--- config.mk ---
export PLATFORM = sky130hd
export DESIGN_NAME = feistel_block_core
export DESIGN_NICKNAME = d
export VERILOG_FILES = /design/src/rtl/feistel_block_core.sv
export SDC_FILE = /design/constraint.sdc
export NUM_CORES = 1
export LEC_CHECK = 0
export CAP_MARGIN = 30
export CORE_ASPECT_RATIO = 1.4
export CORE_MARGIN = 2
export CORE_UTILIZATION = 35
export CTS_CLUSTER_DIAMETER = 120
export DETAILED_ROUTE_END_ITERATION = 10
export GPL_TIMING_DRIVEN = 0
export PLACE_DENSITY = 0.52
export SLEW_MARGIN = 30
export SYNTH_ARGS = -nofsm -noshare
export SYNTH_HDL_FRONTEND = slang
export SYNTH_SLANG_ARGS = --single-unit
--- constraint.sdc ---
create_clock -name clk -period 3.9 [get_ports clk]
set_input_delay 0.78 -clock clk [delete_from_list [all_inputs] [get_ports clk]]
set_output_delay 0.78 -clock clk [all_outputs]
set_load 0.005 [all_outputs]
--- src/rtl/feistel_block_core.sv ---
`timescale 1ns/1ps
`default_nettype none
// ============================================================================
// Module   : feistel_block_core
// Purpose  : Iterative Feistel block cipher engine. It executes one round
//            per clock and supports encrypt/decrypt plus optional CBC
//            chaining across successive blocks.
// Ports    : clk, rst (sync, active-high)
//            rcv_data_ready / rcv_data  - start strobe and input block
//            encrypt, cbc_en, key       - latched on the accepting edge
//            iv_load / iv               - chain register load (IDLE only)
//            handshake_ack              - consumer took trans_data (DONE only)
//            trans_data / trans_data_ready - result block and its valid flag
//            busy                       - high while in ROUND or DONE
// Revision : 1.0 - initial release
// ============================================================================
module feistel_block_core #(
    parameter int BLOCK_W    = 64,
    parameter int NUM_ROUNDS = 16
) (
    input  logic                 clk,
    input  logic                 rst,
    input  logic                 rcv_data_ready,
    input  logic [BLOCK_W-1:0]   rcv_data,
    input  logic                 encrypt,
    input  logic                 cbc_en,
    input  logic [BLOCK_W/2-1:0] key,
    input  logic                 iv_load,
    input  logic [BLOCK_W-1:0]   iv,
    input  logic                 handshake_ack,
    output logic [BLOCK_W-1:0]   trans_data,
    output logic                 trans_data_ready,
    output logic                 busy
);

    localparam int HALF_W = BLOCK_W / 2;
    localparam int CNT_W  = (NUM_ROUNDS > 1) ? $clog2(NUM_ROUNDS) : 1;

    typedef enum logic [1:0] {
        S_IDLE  = 2'd0,
        S_ROUND = 2'd1,
        S_DONE  = 2'd2
    } state_t;

    state_t              r_state;
    state_t              w_state_next;

    logic [HALF_W-1:0]   r_l;
    logic [HALF_W-1:0]   r_r;
    logic [HALF_W-1:0]   r_key;
    logic [BLOCK_W-1:0]  r_blk;
    logic [BLOCK_W-1:0]  r_chain;
    logic [BLOCK_W-1:0]  r_trans_data;
    logic                r_trans_ready;
    logic                r_enc;
    logic                r_cbc;
    logic [CNT_W-1:0]    r_cnt;

    logic                w_last;
    logic [BLOCK_W-1:0]  w_chain_eff;
    logic [BLOCK_W-1:0]  w_core_in;
    logic [BLOCK_W-1:0]  w_core_out;
    logic [BLOCK_W-1:0]  w_result;
    logic [HALF_W-1:0]   w_rk;
    logic [HALF_W-1:0]   w_f;
    logic [HALF_W-1:0]   w_r_next;
    int                  w_step;
    int                  w_j;

    // Rotate left by 0..HALF_W-1: shift a doubled copy and keep the top half.
    function automatic logic [HALF_W-1:0] rotl(input logic [HALF_W-1:0] v, input int s);
        logic [2*HALF_W-1:0] d;
        d = {v, v} << s;
        return d[2*HALF_W-1:HALF_W];
    endfunction

    // ------------------------------------------------------------------
    // State machine
    // ------------------------------------------------------------------
    always_ff @(posedge clk) begin
        if (rst) begin
            r_state <= S_IDLE;
        end else begin
            r_state <= w_state_next;
        end
    end

    assign w_last = (r_cnt == CNT_W'(NUM_ROUNDS - 1));

    always_comb begin
        w_state_next = r_state;
        case (r_state)
            S_IDLE:  if (rcv_data_ready) w_state_next = S_ROUND;
            S_ROUND: if (w_last)         w_state_next = S_DONE;
            S_DONE:  if (handshake_ack)  w_state_next = S_IDLE;
            default:                     w_state_next = S_IDLE;
        endcase
    end

    // ------------------------------------------------------------------
    // Round datapath
    // ------------------------------------------------------------------
    // Decrypt walks the key schedule backwards so the same datapath inverts.
    always_comb begin
        w_step = int'(r_cnt);
        w_j    = r_enc ? w_step : (NUM_ROUNDS - 1 - w_step);
        w_rk   = rotl(r_key, w_j % HALF_W);
    end

    assign w_f        = {r_r[HALF_W-2:0], r_r[HALF_W-1]} ^ w_rk;
    assign w_r_next   = r_l ^ w_f;
    // Output after the final round is {R_n, L_n}; L_n equals the current R.
    assign w_core_out = {w_r_next, r_r};
    assign w_result   = (r_cbc && !r_enc) ? (w_core_out ^ r_chain) : w_core_out;

    // An IV loaded on the same edge as a start is the chain value that block uses.
    assign w_chain_eff = iv_load ? iv : r_chain;
    assign w_core_in   = (cbc_en && encrypt) ? (rcv_data ^ w_chain_eff) : rcv_data;

    always_ff @(posedge clk) begin
        if (rst) begin
            r_l           <= '0;
            r_r           <= '0;
            r_key         <= '0;
            r_blk         <= '0;
            r_chain       <= '0;
            r_trans_data  <= '0;
            r_trans_ready <= 1'b0;
            r_enc         <= 1'b0;
            r_cbc         <= 1'b0;
            r_cnt         <= '0;
        end else begin
            case (r_state)
                S_IDLE: begin
                    if (iv_load) begin
                        r_chain <= iv;
                    end
                    if (rcv_data_ready) begin
                        r_enc <= encrypt;
                        r_cbc <= cbc_en;
                        r_key <= key;
                        r_blk <= rcv_data;
                        r_cnt <= '0;
                        r_l   <= w_core_in[BLOCK_W-1:HALF_W];
                        r_r   <= w_core_in[HALF_W-1:0];
                    end
                end
                S_ROUND: begin
                    r_l   <= r_r;
                    r_r   <= w_r_next;
                    r_cnt <= r_cnt + CNT_W'(1);
                    if (w_last) begin
                        r_trans_data  <= w_result;
                        r_trans_ready <= 1'b1;
                        if (r_cbc) begin
                            // Next block chains from this ciphertext in both directions.
                            r_chain <= r_enc ? w_core_out : r_blk;
                        end
                    end
                end
                S_DONE: begin
                    if (handshake_ack) begin
                        r_trans_ready <= 1'b0;
                    end
                end
                default: begin
                    r_trans_ready <= 1'b0;
                end
            endcase
        end
    end

    assign trans_data       = r_trans_data;
    assign trans_data_ready = r_trans_ready;
    assign busy             = (r_state != S_IDLE);

endmodule
`default_nettype wire
==> Word-level counts from Yosys, hierarchy flattened <==
Index checks and enable logic that the tools add are counted.
W data, S select, Z words.
{ "op_classes": {"bitwise": 6, "add_sub_neg": 2, "n_reduce_logical": 13, "muxes": 21, "shift": 1, "n_eq_ne": 7} }
{ "op_table": {"columns": ["cell", "n"], "rows": [
  ["$mux W64", 6],
  ["$pmux W32 S2", 2],
  ["$pmux W64 S2", 1],
  ["$xor A64 B64 Y64", 2],
  ["$mux W32", 3],
  ["$shl A64 B32 Y64", 1],
  ["$xor A32 B32 Y32", 2],
  ["$reduce_and A3 Y1", 3],
  ["$ne A2 B2 Y1 const B", 4],
  ["$pmux W4 S2", 1],
  ["$mux W2", 3],
  ["$pmux W2 S3", 1],
  ["$reduce_and A2 Y1", 3],
  ["$reduce_or A5 Y1", 1],
  ["$sub A4 B4 Y5 const A", 1],
  ["$add A4 B1 Y4 const B", 1],
  ["$eq A4 B4 Y1 const B", 1],
  ["$mux W4", 1],
  ["$reduce_bool A2 Y1", 2],
  ["$pmux W1 S3", 1],
  ["$eq A2 B1 Y1 const B", 1],
  ["$eq A2 B2 Y1 const B", 1],
  ["$logic_and A1 B1 Y1", 2],
  ["$logic_not A2 Y1", 1],
  ["other kinds (4)", 5]
]} }
{ "totals": {"output_inout_bits": 66, "input_bits": 167, "register_bits": 297} }

==> Logic depth before layout (Yosys ltp) <==
Gate-level depths: netlist (run 1).
{ "logic_depth": {"depth_word": 11, "mapped_depth": 11} }

==> Worst setup path after synthesis (run 1) <==
OpenSTA, ideal clock, no wires.
{ "synth_path": {"path_kind": "input to register", "startpoint": "in iv_load", "endpoint": "reg r_r[23]", "arrival_time_ps": 2567, "slack_ps": 1199, "stages": 8, "n_path_buf": 3, "required_time_ps": 3766, "path_cell_list": "clkbuf_1 buf_1 buf_1 mux2i_1 nor2_1 xor2_1 a22oi_1 o22ai_1"} }
{ "synth_via": {"elab_chain_cells": 5} }
{ "synth_rtl": {"columns": ["item", "line", "rtl"], "rows": [
  ["from (decl)", "28", "input logic iv_load,"],
  ["$mux W64", null, null],
  ["$xor A64 B64 Y64", "118", "assign w_core_in = (cbc_en && encrypt) ? (rcv_data ^ w_chain_eff) : rcv_data;"],
  ["$mux W64", "118", null],
  ["$mux W32", "138", "if (rcv_data_ready) begin"],
  ["$pmux W32 S2", "133", "case (r_state)"],
  ["to (signal assigned)", "145", "r_r <= w_core_in[HALF_W-1:0];"],
  ["to (signal assigned)", "150", "r_r <= w_r_next;"],
  ["to (decl)", "49", "logic [HALF_W-1:0] r_r;"]
]} }
Every way passes these cells. The select of a mux whose other input is x is not followed.
A chain may end at the register's enable or synchronous reset.

==> Worst setup path in the final report (run 1) <==
{ "layout_path": {"startpoint": "reg r_cnt[2]", "endpoint": "reg r_chain[58]"} }
{ "layout_via": {"elab_chain_cells": 11, "elab_cells_between_ends": 14, "classes_between": "add/sub (1); eq/ne (2); shift (1); mux (5); bitwise (3); reduce/logical (2)"} }
{ "layout_rtl": {"columns": ["item", "line", "rtl"], "rows": [
  ["from (decl)", "57", "logic [CNT_W-1:0] r_cnt;"],
  ["from (signal assigned)", "151", "r_cnt <= r_cnt + CNT_W'(1);"],
  ["$sub A4 B4 Y5", "106", "w_j = r_enc ? w_step : (NUM_ROUNDS - 1 - w_step);"],
  ["$mux W32", "106", null],
  ["$reduce_or A5 Y1 (no source line)", null, null],
  ["$and A1 B1 Y1 (no source line)", null, null],
  ["$shl A64 B32 Y64", "73", "d = {v, v} << s;"],
  ["$xor A32 B32 Y32", "110", "assign w_f = {r_r[HALF_W-2:0], r_r[HALF_W-1]} ^ w_rk;"],
  ["$xor A32 B32 Y32", "111", "assign w_r_next = r_l ^ w_f;"],
  ["$mux W64", "157", "r_chain <= r_enc ? w_core_out : r_blk;"],
  ["$mux W64", "155", "if (r_cbc) begin"],
  ["$mux W64", "152", "if (w_last) begin"],
  ["$pmux W64 S2", "133", null],
  ["to (signal assigned)", "136", "r_chain <= iv;"],
  ["to (signal assigned)", "157", null],
  ["to (decl)", "52", "logic [BLOCK_W-1:0] r_chain;"]
]} }
Several ways; a longest one is shown, not always the timed one. The select of a mux whose other input is x is not followed.

==> results.py, run 1 <==
metrics = {
    "global_routing": {
        "grt-ovfl-total": 0,
        "antenna_found_initial": 4,
        "grtUsageTotal": 0.378,
        "grt_max_degree": 20,
        "grt_first_pass_wirelength_mm": 155,
        "grt_pass1_vias": 21000,
    },
    "layout": {
        "ff_latch_area_sq_um": 5950,
        "fin_nets": 2866,
        "fin_area_sq_um": 24200,
        "drive_gt1_frac": 0.0855,
        "utilization": 0.439,
        "nFillCells": 5696,
        "area_growth_pct": 24.4,
        "multi_input_area_sq_um": 12700,
        "most-common-layout-cells": "352 x nand2_1, 297 x dfxtp_1, 230 x clkdlybuf4s50_1",
        "layout_commonest_cell": "nand2_1",
    },
    "run_status": {
        "status": "finished with violations",
        "violations": "negative setup slack",
    },
    "clock_network": {
        "cts_made_buffers": 36,
        "clkTransAtPathRegs_ns": 0.06,
        "clock_path_buffers": 3,
        "clk_latency_ns": 0.57,
        "clock-sinks": 297,
        "root_buffer": "clkbuf_16",
        "cts_tree": "yes",
        "postCtsSetupBuffers": 0,
        "htreeDepth": 2,
    },
    "yosys": {
        "syn-cell-area_sq_um": 19500,
        "synth_nets": 2588,
        "synth_top_family_by_area": "compound AO/OA/AOI/OAI gates",
        "synth-simple-area-share": 0.179,
        "synthCells": 2420,
        "ys_async_sr_fraction": 0,
        "synthAdderAreaFrac": 0.000643,
        "yosysSeqAreaShare": 0.305,
        "synth_compound_area_frac": 0.217,
        "ys_types": 68,
        "synth_edf_count": 0,
        "synthXorXnorAreaFrac": 0.0901,
        "synth_seq_cells": 297,
        "ys_warn_count": 0,
        "synthMuxAreaShare": 0.159,
        "syn_avg_cell_area_sq_um": 8.04,
        "synth-main-ff-cell": "dfxtp_1",
    },
    "placement": {
        "io_buffers": 230,
        "post-dp-hpwl_mm": 88.2,
        "dp_slack_ns": -0.984,
        "placed_cell_area_sq_um": 22800,
        "place_congestion": 1.04,
    },
    "power": {
        "p_per_area_nw_per_um2": 411,
        "p_comb_frac": 0.271,
        "power_frac_clock": 0.379,
        "power.share.sequential": 0.350,
        "total_power_uw": 9950,
        "p_leak_uw": 0.00841,
        "p_sw_uw": 3530,
        "p_int_uw": 6420,
        "vdd_drop_max_uv": 300,
        "swShare": 0.355,
    },
    "setup_path": {
        "rrSetupSlack_ns": -0.08,
        "worstSetupPathType": "reg -> reg",
        "cp_data_arrival_time_ns": 4.37,
        "start_kind": "register",
        "cp_cell_sequence": "buf_2 -> buf_2 -> buf_2 -> buf_2 -> nand4_1 -> a21oi_4 -> o21ai_1 -> clkbuf_1 -> a32oi_1 -> o221ai_1",
        "cp_num_buf_inv": 5,
        "crit_slowest_cell": "a21oi_4",
        "cp_common_cell": "buf_2",
        "required_ns": 4.29,
        "max_stage_delay_ns": 0.48,
        "critPathMaxFanout": 10,
        "crit_family": "buffers and inverters",
        "endpoint_kind": "register",
    },
    "timing": {
        "hold_violations": 0,
        "grt_setup_unrepaired": "false",
        "setup_slack_ns": -0.0773,
        "skew_ns": 0.0133,
        "min_period_ns": 3.98,
        "clock.fmax_ghz": 0.251,
        "slew_headroom": 0.274,
        "finalSetupViolCount": 4,
        "worst_slew_pin_slew_ns": 1.09,
        "post-route-period-util": 1.02,
        "slew_viol_final": 0,
    },
    "detailed_routing": {
        "drc": 0,
        "ant_nets": 0,
        "routed_via_density": 6.10,
        "drt_wl_total_mm": 111,
        "wl_per_cell_um": 32.3,
        "drt_iter0_drc": 1779,
        "first_pass_iters": 7,
        "num_vias": 21100,
    },
    "floorplan": {
        "pin_count": 233,
        "start_util": 0.353,
        "num_rows": 102,
        "core_sq_um": 55100,
        "die_w_um": 203,
        "dieArea_sq_um": 57500,
        "die_h_um": 283,
    },
    "run": {
        "maxCapViolCount": 0,
    },
    "min_path": {
        "min_path_type": "reg -> reg",
    },
}
[registers in the layout (all words and copies together), names as in the netlist]
signal and count:
trans_data_ready 1, r_state 2, r_key 32, r_chain 64, r_l 32, r_cnt 4, r_r 32, trans_data 64
r_cbc 1, r_enc 1, r_blk 64
[what timing repair did]
item	CTS	global route
hold buffers	0	0
gates resized for setup	29	16
endpoints found under the setup margin	125	37
[per-stage QoR]
step / TNS (ns) / hold slack, ns / instances
after floorplan: 0 / 0.432 / 2420
after global placement: -60.61 / 0.441 / 3378
after detailed placement: -43.84 / 0.446 / 3386
after CTS: 0 / 0.454 / 3449
after global routing: 0 / 0.473 / 3452
final: -0.150 / 0.454 / 3455
[final timing paths]
| kind | to | from | cells past startpoint |
|---|---|---|---|
| worst max-delay path | r_chain[58]$_SDFFE_PP0P_ | r_cnt[2]$_SDFFE_PP0P_ | 10 |
| worst min-delay path | r_blk[11]$_SDFFE_PP0P_ | r_blk[11]$_SDFFE_PP0P_ | 2 |
| worst max register to register | r_chain[58]$_SDFFE_PP0P_ | r_cnt[2]$_SDFFE_PP0P_ | 10 |
| worst min register to register | r_blk[11]$_SDFFE_PP0P_ | r_blk[11]$_SDFFE_PP0P_ | 2 |
[tightest hold or removal path, cell delays in order, from the launching register on]
cell,delay [ns]
dfxtp_1,0.31
nand2_1,0.05
a21oi_1,0.05
[power by group through the flow]
stage	Clock, uW	Combinational (uW)	Sequential (uW)
floorplan	0	1530	3430
global placement	0	2560	3520
detailed placement	0	2590	3530
CTS	3800	2610	3460
global route	3920	2810	3490
finish	3780	2700	3480
[area by class of cell]
cell class	count	area share
Clock buffer	47	0.0418
Tap cell	728	0.0376
Timing Repair Buffer	241	0.0997
Antenna cell	3	0.000310
Buffer	230	0.0409
Multi-Input combinational cell	1886	0.523
Clock inverter	17	0.0104
Sequential cell	297	0.246
Inverter	6	0.000930
[layer usage]
layer | track usage | part of all wire | wire (um)
met1 | 0.399 | 0.35 | 38800
met2 | 0.653 | 0.49 | 54300
met3 | 0.0625 | 0.070 | 7750
met4 | 0.319 | 0.096 | 10700
met5 | 0 | 0 | 0
[cell usage after synthesis, types with 36 or more instances]
cell,n,share of area
xor2_1,118,0.053
nand2_1,354,0.068
nor3_1,59,0.015
or3_1,42,0.013
mux2i_1,181,0.093
nand3b_1,36,0.014
a211oi_1,41,0.016
clkbuf_1,172,0.033
xnor2_1,79,0.036
a21oi_1,210,0.054
buf_1,36,0.0069
o22ai_1,47,0.015
a221oi_1,54,0.024
mux4_2,43,0.050
dfxtp_1,297,0.31
nor2_1,230,0.044
o21ai_0,83,0.021
[cell families (layout without fill, tap and decap cells)]
family / Yosys count / count (layout)
adders and majority gates: 1 / 1
buffers and inverters: 237 / 541
xor gates and xnor gates: 198 / 198
AOI/OAI and AO/OA: 638 / 638
other: 0 / 3
and+or+nand+nor: 797 / 797
DFF: 297 / 297
muxes: 252 / 252
No activity file was read; power rests on OpenSTA's default activity.
==> run 2, diff against run 1 <==
--- a/config.mk
+++ b/config.mk
@@ -8,11 +8,11 @@
 export CAP_MARGIN = 30
 export CORE_ASPECT_RATIO = 1.4
 export CORE_MARGIN = 2
-export CORE_UTILIZATION = 35
+export CORE_UTILIZATION = 45
 export CTS_CLUSTER_DIAMETER = 120
 export DETAILED_ROUTE_END_ITERATION = 10
 export GPL_TIMING_DRIVEN = 0
-export PLACE_DENSITY = 0.52
+export PLACE_DENSITY = 0.65
 export SLEW_MARGIN = 30
 export SYNTH_ARGS = -nofsm -noshare
 export SYNTH_HDL_FRONTEND = slang
==> run 2 against run 1 <==
  * The run still ends with negative setup slack left
  * Worst hold slack is essentially flat
  * Clock power shrank 11%
  * Sequential cell count unchanged
  * Combinational power is essentially flat
  * Routed wire length shrank 6.8%
  * Non-clock buffer count fell by 7
  * Sequential power about the same
  * Core utilization is 12 points higher
  * Largest cell class unchanged
==> results.py, run 2 (same netlist as run 1, synthesis figures left out) <==
metrics = {
    "layout": {
        "most-common-layout-cells": "354 x nand2_1, 297 x dfxtp_1, 230 x clkdlybuf4s50_1",
        "drive_gt1_frac": 0.0775,
        "fin_nets": 2857,
        "fin_area_sq_um": 23800,
        "nFillCells": 4121,
        "area_growth_pct": 22.1,
        "layout_commonest_cell": "nand2_1",
    },
    "clock_network": {
        "clk_latency_ns": 0.56,
        "htreeDepth": 2,
        "cts_made_buffers": 34,
        "cts_tree": "yes",
        "root_buffer": "clkbuf_16",
        "clock_path_buffers": 3,
        "cts.hold.buffers_added": 0,
        "clock-sinks": 297,
        "clkTransAtPathRegs_ns": 0.07,
    },
    "floorplan": {
        "dieArea_sq_um": 45000,
        "num_rows": 90,
        "die_h_um": 250,
        "start_util": 0.454,
        "core_sq_um": 42900,
        "die_w_um": 180,
        "pin_count": 233,
    },
    "timing": {
        "skew_ns": 0.0206,
        "grt_setup_unrepaired": "true",
        "clock.fmax_ghz": 0.255,
        "setup_slack_ns": -0.0264,
        "post-route-period-util": 1.01,
        "slew_viol_final": 0,
        "slew_headroom": 0.253,
        "hold_violations": 0,
        "min_period_ns": 3.93,
        "finalSetupViolCount": 1,
        "worst_slew_pin_slew_ns": 1.12,
    },
    "setup_path": {
        "critPathMaxFanout": 10,
        "crit_family": "buffers and inverters",
        "required_ns": 4.29,
        "worstSetupPathType": "reg -> reg",
        "crit_slowest_cell": "clkdlybuf4s15_1",
        "max_stage_delay_ns": 0.63,
        "endpoint_kind": "register",
        "start_kind": "register",
        "cp_cell_sequence": "buf_2 -> buf_2 -> nand2b_1 -> clkdlybuf4s15_1 -> o22ai_1 -> a21oi_1 -> mux2i_1 -> mux2i_1 -> xnor2_1 -> o221ai_1",
        "cp_data_arrival_time_ns": 4.32,
        "cp_num_buf_inv": 3,
    },
    "power": {
        "vdd_drop_max_uv": 357,
        "p_leak_uw": 0.00828,
        "p_per_area_nw_per_um2": 401,
    },
    "global_routing": {
        "grt_pass1_vias": 21300,
        "grt_use_met2": 0.740,
        "grt-ovfl-total": 0,
        "busiest_layer": "met2",
        "antenna_found_initial": 6,
        "grtUsageTotal": 0.444,
        "met3_usage": 0.0951,
        "grt_max_degree": 20,
        "grt_first_pass_wirelength_mm": 146,
        "grt_use_met1": 0.455,
    },
    "detailed_routing": {
        "wl_per_cell_um": 31.8,
        "drt_iter0_drc": 2383,
        "ant_nets": 0,
        "first_pass_iters": 6,
        "drc": 0,
        "drt_wl_total_mm": 104,
        "num_vias": 21900,
        "routed_via_density": 6.70,
    },
    "placement": {
        "io_buffers": 230,
        "place_congestion": 1.08,
        "dp_slack_ns": -0.540,
        "placed_cell_area_sq_um": 22500,
        "post-dp-hpwl_mm": 80.8,
    },
    "run": {
        "maxCapViolCount": 0,
    },
    "run_status": {
        "status": "finished with violations",
        "violations": "negative setup slack",
    },
    "min_path": {
        "min_path_type": "reg -> reg",
    },
}
==> run 2: changes by cell type in the layout (fill, tap and decap cells not counted), sizes merged <==
cell,before,now
bufinv,6,3
buf,62,50
diode,3,2
clkdlybuf4s15,3,6
clkinv,9,4
inv,7,8
clkinvlp,1,2
==> run 2: cell type report <==
cell class	count	area (sq um)	share of cell area
plain buffers	230	1010	0.0423
clock buffers	45	962	0.0405
well taps	552	691	0.0290
clock inverters	11	154	0.00647
multi-input cells	1886	12700	0.532
repair buffers	234	2330	0.0982
inverters	6	22.5	0.000947
flip-flops and latches	297	5950	0.250
diodes	2	5.00	0.000210
==> run 2: power breakdown <==
part	switching [uW]	leakage, uW	total (uW)	internal, uW
clock	1440	0.000544	3380	1940
sequential	252	0.00243	3480	3230
combinational	1710	0.00530	2670	958
total	3400	0.00828	9520	6120
==> run 2: layer usage <==
metal	share of wire	routed length [um]	vias to the layer above
met5	0	0	-
met3	0.092	9580	606
met4	0.12	12800	0
met2	0.46	47900	1646
li1	-	-	9307
met1	0.32	33700	10300
==> run 2: through the flow <==
step	power (uW)	hold slack [ns]	util	setup TNS [ns]	instances
after CTS	9370	0.454	0.552	0	3260
after floorplan	4960	0.432	-	0	2420
final	9520	0.453	0.554	-0.0264	3263
after global routing	9700	0.471	0.554	-0.109	3262
after detailed placement	6040	0.446	0.524	-20.57	3205
after global placement	6010	0.441	0.523	-20.93	3202
==> run 2: worst reg2reg max path: stages (launching register included) <==
cell and delay (ns):
dfxtp_1 0.36, buf_2 0.25, buf_2 0.38, nand2b_1 0.19, clkdlybuf4s15_1 0.63, o22ai_1 0.19
a21oi_1 0.63, mux2i_1 0.43, mux2i_1 0.30, xnor2_1 0.22, o221ai_1 0.18
==> run 2: worst paths after layout <==
path | slack [ns] | cells past startpoint | endpoint | from
setup / recovery | -0.03 | 10 | r_chain[48]$_SDFFE_PP0P_ | r_cnt[1]$_SDFFE_PP0P_
hold / removal | 0.45 | 2 | r_blk[17]$_SDFFE_PP0P_ | r_blk[17]$_SDFFE_PP0P_
setup reg to reg | -0.03 | 10 | r_chain[48]$_SDFFE_PP0P_ | r_cnt[1]$_SDFFE_PP0P_
hold reg to reg | 0.45 | 2 | r_blk[17]$_SDFFE_PP0P_ | r_blk[17]$_SDFFE_PP0P_
==> run 2: repair_timing <==
action                     4_1_cts  5_1_grt
pin swaps                        0        1
resized for setup               22       29
setup endpoints to repair       77       70
gates cloned                     0        0
hold endpoints to repair         0        0
buffers inserted                 0        1
